### src/rtl/wb_arbiter.sv
// wb_arbiter: two-master round-robin Wishbone arbiter in front of the
// PWM/timer register-file slave. A grant is held for a whole cycle (cyc).
// There is always one IDLE cycle between grants. The slave ack is routed
// combinationally to the granted master only.
// Optional feature macro: WB_ARB_TIMEOUT_EN. When it is defined, a watchdog
// turns a missing slave ack into a one-cycle err pulse and releases the bus.
// The slave never acks invalid addresses, so without the watchdog such an
// access holds the grant forever.
module wb_arbiter #(
  parameter int unsigned FIRST_GRANT = 0,
  parameter int unsigned TIMEOUT     = 16
) (
  input  logic        i_wb_clk,
  input  logic        i_wb_rst,
  input  logic        i_m0_cyc,
  input  logic        i_m0_stb,
  input  logic        i_m0_we,
  input  logic [15:0] i_m0_adr,
  input  logic [15:0] i_m0_data,
  output logic        o_m0_ack,
  output logic        o_m0_err,
  input  logic        i_m1_cyc,
  input  logic        i_m1_stb,
  input  logic        i_m1_we,
  input  logic [15:0] i_m1_adr,
  input  logic [15:0] i_m1_data,
  output logic        o_m1_ack,
  output logic        o_m1_err,
  output logic        o_wb_cyc,
  output logic        o_wb_stb,
  output logic        o_wb_we,
  output logic [15:0] o_wb_adr,
  output logic [15:0] o_wb_data,
  input  logic        i_wb_ack,
  output logic [1:0]  o_gnt
);

  typedef enum logic [1:0] {
    ST_IDLE = 2'd0,
    ST_GNT0 = 2'd1,
    ST_GNT1 = 2'd2
  } state_t;

  state_t r_state;
  state_t w_next;
  logic   r_last;      // last granted master: 0 = m0, 1 = m1
  logic   w_req0;
  logic   w_req1;
  logic   w_timeout;   // watchdog expiry in the current cycle

  // Watchdog range is 1..255 because the counter is 8 bits wide; an out-of-range
  // value elaborates this empty marker block so it is easy to spot in a netlist.
  if ((TIMEOUT < 1) || (TIMEOUT > 255)) begin : g_timeout_out_of_range
  end

  assign w_req0 = i_m0_cyc & i_m0_stb;
  assign w_req1 = i_m1_cyc & i_m1_stb;

`ifdef WB_ARB_TIMEOUT_EN
  localparam logic [7:0] TCNT_LAST = 8'(TIMEOUT - 1);

  logic [7:0] r_tcnt;
  logic       w_sel_stb;

  // Strobe of the granted master, derived from the state register directly.
  always_comb begin
    w_sel_stb = 1'b0;
    case (r_state)
      ST_GNT0: w_sel_stb = i_m0_stb;
      ST_GNT1: w_sel_stb = i_m1_stb;
      ST_IDLE: w_sel_stb = 1'b0;
      default: w_sel_stb = 1'b0;
    endcase
  end

  assign w_timeout = w_sel_stb & ~i_wb_ack & (r_tcnt == TCNT_LAST);

  // Watchdog counter: counts strobed cycles without ack, clears on ack/idle/error.
  always_ff @(posedge i_wb_clk) begin
    if (i_wb_rst) begin
      r_tcnt <= 8'd0;
    end else if ((r_state == ST_IDLE) || i_wb_ack || w_timeout) begin
      r_tcnt <= 8'd0;
    end else if (w_sel_stb) begin
      r_tcnt <= r_tcnt + 8'd1;
    end else begin
      r_tcnt <= r_tcnt;
    end
  end
`else
  assign w_timeout = 1'b0;
`endif

  // State register.
  always_ff @(posedge i_wb_clk) begin
    if (i_wb_rst) begin
      r_state <= ST_IDLE;
    end else begin
      r_state <= w_next;
    end
  end

  // Last-granted register: updated on entry to a grant state.
  always_ff @(posedge i_wb_clk) begin
    if (i_wb_rst) begin
      r_last <= (FIRST_GRANT == 0) ? 1'b1 : 1'b0;
    end else if ((r_state == ST_IDLE) && (w_next == ST_GNT0)) begin
      r_last <= 1'b0;
    end else if ((r_state == ST_IDLE) && (w_next == ST_GNT1)) begin
      r_last <= 1'b1;
    end else begin
      r_last <= r_last;
    end
  end

  // Next-state logic: round-robin from IDLE, hold grant while cyc stays high.
  always_comb begin
    w_next = r_state;
    case (r_state)
      ST_IDLE: begin
        if (w_req0 && w_req1) begin
          w_next = r_last ? ST_GNT0 : ST_GNT1;
        end else if (w_req0) begin
          w_next = ST_GNT0;
        end else if (w_req1) begin
          w_next = ST_GNT1;
        end else begin
          w_next = ST_IDLE;
        end
      end
      ST_GNT0: begin
        if (w_timeout) begin
          w_next = ST_IDLE;
        end else if (i_m0_cyc) begin
          w_next = ST_GNT0;
        end else begin
          w_next = ST_IDLE;
        end
      end
      ST_GNT1: begin
        if (w_timeout) begin
          w_next = ST_IDLE;
        end else if (i_m1_cyc) begin
          w_next = ST_GNT1;
        end else begin
          w_next = ST_IDLE;
        end
      end
      default: w_next = ST_IDLE;
    endcase
  end

  // Output routing: the granted master drives the slave, ack/err go back to it only.
  always_comb begin
    o_wb_cyc  = 1'b0;
    o_wb_stb  = 1'b0;
    o_wb_we   = 1'b0;
    o_wb_adr  = 16'h0000;
    o_wb_data = 16'h0000;
    o_m0_ack  = 1'b0;
    o_m1_ack  = 1'b0;
    o_m0_err  = 1'b0;
    o_m1_err  = 1'b0;
    o_gnt     = 2'b00;
    case (r_state)
      ST_GNT0: begin
        o_wb_cyc  = i_m0_cyc;
        o_wb_stb  = i_m0_stb;
        o_wb_we   = i_m0_we;
        o_wb_adr  = i_m0_adr;
        o_wb_data = i_m0_data;
        o_m0_ack  = i_wb_ack;
        o_m0_err  = w_timeout;
        o_gnt     = 2'b01;
      end
      ST_GNT1: begin
        o_wb_cyc  = i_m1_cyc;
        o_wb_stb  = i_m1_stb;
        o_wb_we   = i_m1_we;
        o_wb_adr  = i_m1_adr;
        o_wb_data = i_m1_data;
        o_m1_ack  = i_wb_ack;
        o_m1_err  = w_timeout;
        o_gnt     = 2'b10;
      end
      ST_IDLE: begin
        o_gnt = 2'b00;
      end
      default: begin
        o_gnt = 2'b00;
      end
    endcase
  end

endmodule

### config.mk
export PLATFORM = sky130hd
export DESIGN_NAME = wb_arbiter
export DESIGN_NICKNAME = d
export VERILOG_FILES = /design/src/rtl/wb_arbiter.sv
export SDC_FILE = /design/constraint.sdc
export NUM_CORES = 1
export LEC_CHECK = 0
export ABC_AREA = 0
export CAP_MARGIN = 30
export CORE_MARGIN = 4
export CORE_UTILIZATION = 25
export CTS_BUF_LIST = sky130_fd_sc_hd__clkbuf_8
export DETAILED_ROUTE_END_ITERATION = 6
export PLACE_DENSITY = 0.83
export RECOVER_POWER = 25
export SLEW_MARGIN = 15
export SYNTH_ARGS = -nofsm -noshare
export SYNTH_HDL_FRONTEND = slang
export SYNTH_SLANG_ARGS = --single-unit
### constraint.sdc
create_clock -name i_wb_clk -period 1.6 [get_ports i_wb_clk]
set_clock_uncertainty 0.05 [all_clocks]
set_input_delay 0.24 -clock i_wb_clk [delete_from_list [all_inputs] [get_ports i_wb_clk]]
set_output_delay 0.24 -clock i_wb_clk [all_outputs]
set_load 0.02 [all_outputs]
==> results.json, run 1 <==
{
  "status": "complete, but fails checks",
  "violations": "setup timing",
  "clock-sinks": 3,
  "nNetsFinal": 323,
  "whs_ns": 0.641,
  "first_pass_iters": 4,
  "diodes": 0,
  "netlist_area_um2": 822,
  "period_share_pct": 114,
  "syn_avg_cell_area_um2": 7.27,
  "seq_area_frac_synth_pct": 7.31,
  "slowest_delay_ns": 0.40,
  "grt_overflow": 0,
  "syn_inst": 113,
  "start_util_pct": 26.5,
  "synth_cell_types": 23,
  "drcViolationCount": 0,
  "ctsHoldBuffers": 0,
  "rsz0062_at_grt": "true",
  "power_density_nw_per_um2": 376,
  "final-setup-viol-count": 41,
  "io_buffer_count": 111,
  "ir_drop_v": 0.000561,
  "row_count": 20,
  "path_clk_slew_ns": 0.04,
  "stdcell_area_um2": 2910,
  "yosys-top-cells-area": "a22oi_1 32%, nor2b_1 27%, ha_1 9.1%, dfxtp_1 7.3%, buf_2 4.9%",
  "clockBufferDepth": 2,
  "fmax_mhz": 548,
  "worstSetupPathType": "flip-flop to output pin",
  "grt_max_degree": 19,
  "fin_crit_ns": 1.82,
  "die_area_um2": 4270,
  "holdCritPathClass": "flip-flop to flip-flop",
  "synth_ff_type": "dfxtp_1",
  "grt_util_all_layers_pct": 25.2,
  "end_kind": "output pin",
  "vias": 1562,
  "p_leak_nw": 1.01,
  "chipWidth_um": 65.3,
  "max_cap_viol_count": 0,
  "totalWireLength_um": 7140,
  "gp_congestion": 0.749,
  "yosys_warnings": 0,
  "detail_route.vias_per_cell": 5.44,
  "pin_count": 114,
  "ant_nets": 0,
  "dr.first_iter.drc_count": 80,
  "finish.utilization_pct": 93.8,
  "synth_top_area_share_pct": 32.0,
  "cts_made_buffers": 3,
  "tns_ns": -6.49,
  "clock-root-buffer": "clkbuf_8",
  "synth_edf_count": 0,
  "die_h_um": 65.3,
  "synthArstFlopShare_pct": 0,
  "cts.htree.levels": 1,
  "placed_area_um2": 2130,
  "coreArea_um2": 3100,
  "setup_ws_ns": -0.223,
  "cp_cell_sequence": "inv_6 > ha_4 > buf_8 > nor2b_2 > buf_6",
  "p_total_mw": 1.10,
  "cts_tree": "yes",
  "final_layout_size_suffix_gt1_share_pct": 63.4,
  "syn2layout_area_growth_pct": 254,
  "grt_pass1_vias": 1632,
  "dp_slack_ns": -0.492,
  "cp.required_ns": 1.31,
  "slowest_stage": "dfxtp_4",
  "yosysTopAreaCell": "a22oi_1",
  "hpwl_um": 3690,
  "wire_per_inst_um": 24.9,
  "path_max_fanout": 6,
  "grt_pass1_wl_um": 8150,
  "dpl.cell_count": 271,
  "clk_latency_ns": 0.22,
  "finalMaxSlewViolations": 0,
  "r2r_slack_ns": -0.05,
  "cp.arrival_ns": 1.53,
  "synth_seq_cells": 3,
  "hold_viol": 0,
  "startpoint_type": "flip-flop",
  "antenna_found_initial": 0,
  "final-instance-count-excl-fill": 287
}
cell usage after synthesis, types with 2 or more instances:
master    instances
a311oi_1          2
dfxtp_1           3
a22oi_1          35
inv_1             3
ha_1              6
nor2b_1          36
clkbuf_1          3
buf_2             8
buf_4             2
and2_1            2
worst max-delay path: cells and delay by family (launching register included):
kind,cells,cell delay (ns)
flip-flops,1,0.40
adder cells (fa/ha/maj),1,0.38
buffers and inverters,3,0.34
AND/OR/NAND/NOR,1,0.19
flip-flops by register name, summed over array words and instances, names as in the netlist:
signal	cells
r_state	2
r_last	1
per-layer routing:
metal | vias to the layer above | wire length [µm] | track usage (%)
li1 | 680 | - | -
met1 | 728 | 2280 | 23.2
met2 | 112 | 3840 | 51.7
met3 | 42 | 486 | 4.27
met4 | 0 | 525 | 12.4
met5 | - | 0 | 0
area by class of cell:
cell class	instances	area, µm²
timing repair buffer	138	1540
clock buffer	3	41.3
inverter	3	18.8
tap	44	55.1
sequential	3	67.6
clock inverter	1	3.75
multi-input combinational	95	1180
fill	92	193
cells in the final DEF, fill, tap and decap left out, types with 3 or more instances in the layout:
cell and count:
clkbuf_16 3, buf_6 40, buf_4 11, clkdlybuf4s50_1 72, buf_8 4, nor2b_2 5
a22oi_2 35, ha_1 3, ha_4 3, buf_12 4, nor2b_4 30, clkbuf_8 3
path summary, 6_finish.rpt:
path	depth (start not counted)	to	from
min	2	r_last	r_last
max	5	o_wb_adr[8]	r_state[0]
max reg2reg	7	r_last	r_state[1]
min reg2reg	2	r_last	r_last
power by group:
group / internal, mW / total (mW) / switching [mW]
Clock: 0.165 / 0.230 / 0.0655
Combinational: 0.466 / 0.773 / 0.307
Sequential: 0.0800 / 0.0924 / 0.0124
cell families (layout without fill, tap and decap cells):
family / after synthesis / in the layout / synth area share [%]
AO/OA/AOI/OAI: 40 / 40 / 36.4
adder cells (fa/ha/maj): 6 / 6 / 9.13
buffers and inverters: 16 / 145 / 9.44
flip-flops: 3 / 3 / 7.31
other: 1 / 2 / 0.456
AND/OR/NAND/NOR: 47 / 47 / 37.3
timing repair:
action	in CTS	in global routing
gates cloned	4	4
setup endpoints to repair	40	40
resized for setup	283	53
pin swaps	15	7
buffers inserted	5	1
(Power assumes the default switching activity.)
==> run 2: changes to the inputs <==
- CORE_MARGIN: 4 -> 3
- REMOVE_ABC_BUFFERS: unset -> 1
==> run 2 against run 1 <==
Critical path depth grew 2. Non-clock buffer count fell by 3. The flow still finishes with violations (setup timing). Critical path type unchanged. Flip-flop and latch count is the same. Critical endpoint is now o_wb_data[1]. First-iteration DRC count shrank 66%. Utilization down 17 points.
==> results.json, run 2 (synthesized netlist as in run 1, its figures left out) <==
{
  "grt_util_all_layers_pct": 19.3,
  "fin_crit_ns": 1.77,
  "dr.first_iter.drc_count": 27,
  "hold_viol": 0,
  "drcViolationCount": 0,
  "clock-root-buffer": "clkbuf_8",
  "coreArea_um2": 3100,
  "crit_path_start": "r_state[1]",
  "chipWidth_um": 63.3,
  "slowest_delay_ns": 0.34,
  "grt_max_degree": 21,
  "holdCritPathClass": "flip-flop to flip-flop",
  "layout_commonest_cell": "clkdlybuf4s50_1",
  "final-setup-viol-count": 37,
  "antenna_found_initial": 0,
  "ant_nets": 0,
  "die_area_um2": 4010,
  "nNetsFinal": 320,
  "gp_congestion": 0.752,
  "path_max_fanout": 7,
  "placed_area_um2": 2060,
  "cts_made_buffers": 3,
  "status": "complete, but fails checks",
  "clockBufferDepth": 2,
  "tns_ns": -3.98,
  "grt_pass1_vias": 1348,
  "die_h_um": 63.3,
  "setup_ws_ns": -0.167,
  "violations": "setup timing",
  "layout_common_cells": "72 x clkdlybuf4s50_1, 46 x buf_4, 36 x nor2b_1, 26 x a22oi_2, 9 x a22oi_1",
  "grt_overflow": 0,
  "p_leak_nw": 0.904,
  "cp_cell_sequence": "buf_6 > ha_4 > buf_12 > buf_16 > a22oi_2 > nor2b_1 > buf_4",
  "fmax_mhz": 566,
  "rsz0062_at_grt": "true",
  "largestRegisters": "r_state: 2 flops, r_last: 1 flops",
  "detail_route.vias_per_cell": 4.86,
  "whs_ns": 0.588,
  "wire_per_inst_um": 15.4,
  "slowest_stage": "dfxtp_4",
  "cp.arrival_ns": 1.48,
  "finalMaxSlewViolations": 0,
  "stdcell_area_um2": 2400,
  "max_cap_viol_count": 0,
  "totalWireLength_um": 4390,
  "n_fill_cell": 262,
  "diodes": 0,
  "clk_latency_ns": 0.22,
  "final_layout_size_suffix_gt1_share_pct": 42.9,
  "period_share_pct": 110,
  "p_total_mw": 0.875,
  "power_density_nw_per_um2": 365,
  "r2r_start": "r_state[1]",
  "dpl.cell_count": 270,
  "path_clk_slew_ns": 0.03,
  "cp.required_ns": 1.31,
  "top_register": "r_state",
  "largest_reg_flops": 2,
  "end_kind": "output pin",
  "cts_tree": "yes",
  "ir_drop_v": 0.000258,
  "clock-sinks": 3,
  "first_pass_iters": 4,
  "io_buffer_count": 111,
  "syn2layout_area_growth_pct": 192,
  "startpoint_type": "flip-flop",
  "worstSetupPathType": "flip-flop to output pin",
  "hpwl_um": 2840,
  "grt_pass1_wl_um": 6220,
  "start_util_pct": 26.5,
  "pin_count": 114,
  "hold_start": "r_last",
  "final-instance-count-excl-fill": 284,
  "vias": 1380,
  "ctsHoldBuffers": 0,
  "row_count": 20,
  "cts.htree.levels": 1
}
run 2: cell types whose count changed in the layout (fill, tap and decap cells not counted), sizes merged:
| cell | previous run | this run |
|---|---|---|
| dlygate4sd2 | 0 | 1 |
| buf | 62 | 59 |
| clkbuf | 6 | 5 |
run 2: final timing paths:
check / to / slack [ns] / cells past startpoint
max: o_wb_data[1] / -0.17 / 7
min: r_last / 0.59 / 2
max reg2reg: r_last / -0.08 / 8
min reg2reg: r_last / 0.59 / 2
run 2: power by group:
group / leakage, nW / switching (mW) / internal (mW)
registers: 0.0261 / 0.00831 / 0.0800
logic: 0.851 / 0.212 / 0.359
clock network: 0.0269 / 0.0521 / 0.164
total: 0.904 / 0.272 / 0.603
run 2: what timing repair did:
action                     CTS  global route
setup endpoints to repair   40            39
pin swaps                    3             4
resized for setup          216            22
buffers inserted             3             2
gates cloned                 4             3
run 2: area by class of cell:
class                           instances  area (µm²)  share of cell area [%]
Timing Repair Buffer                  135        1340                    56.0
Multi-Input combinational cell         95         873                    36.4
Sequential cell                         3        67.6                    2.82
Tap cell                               44        55.1                    2.30
Clock buffer                            3        41.3                    1.72
Inverter                                3        13.8                   0.574
Clock inverter                          1        3.75                   0.157
run 2: routing by layer:
layer / global-route usage, % / part of all wire, % / up-vias
met5: 0 / 0 / -
li1: - / - / 672
met2: 37.7 / 52 / 77
met3: 5.53 / 8.1 / 4
met4: 3.23 / 0.66 / 0
met1: 20.4 / 39 / 627
run 2: through the flow:
step / util (%) / setup slack [ns]
global route: 77.3 / -0.236
global placement: 66.3 / -0.359
finish: 77.3 / -0.167
detailed placement: 66.3 / -0.410
floorplan: - / -0.400
CTS: 73.8 / -0.172
run 2: worst max-delay path: cells and delay by family (launching register included):
family,cells,cell delay [ns]
AOI/OAI and AO/OA,1,0.13
DFF,1,0.34
and+or+nand+nor,1,0.07
adders and majority gates,1,0.18
buffers and inverters,4,0.53
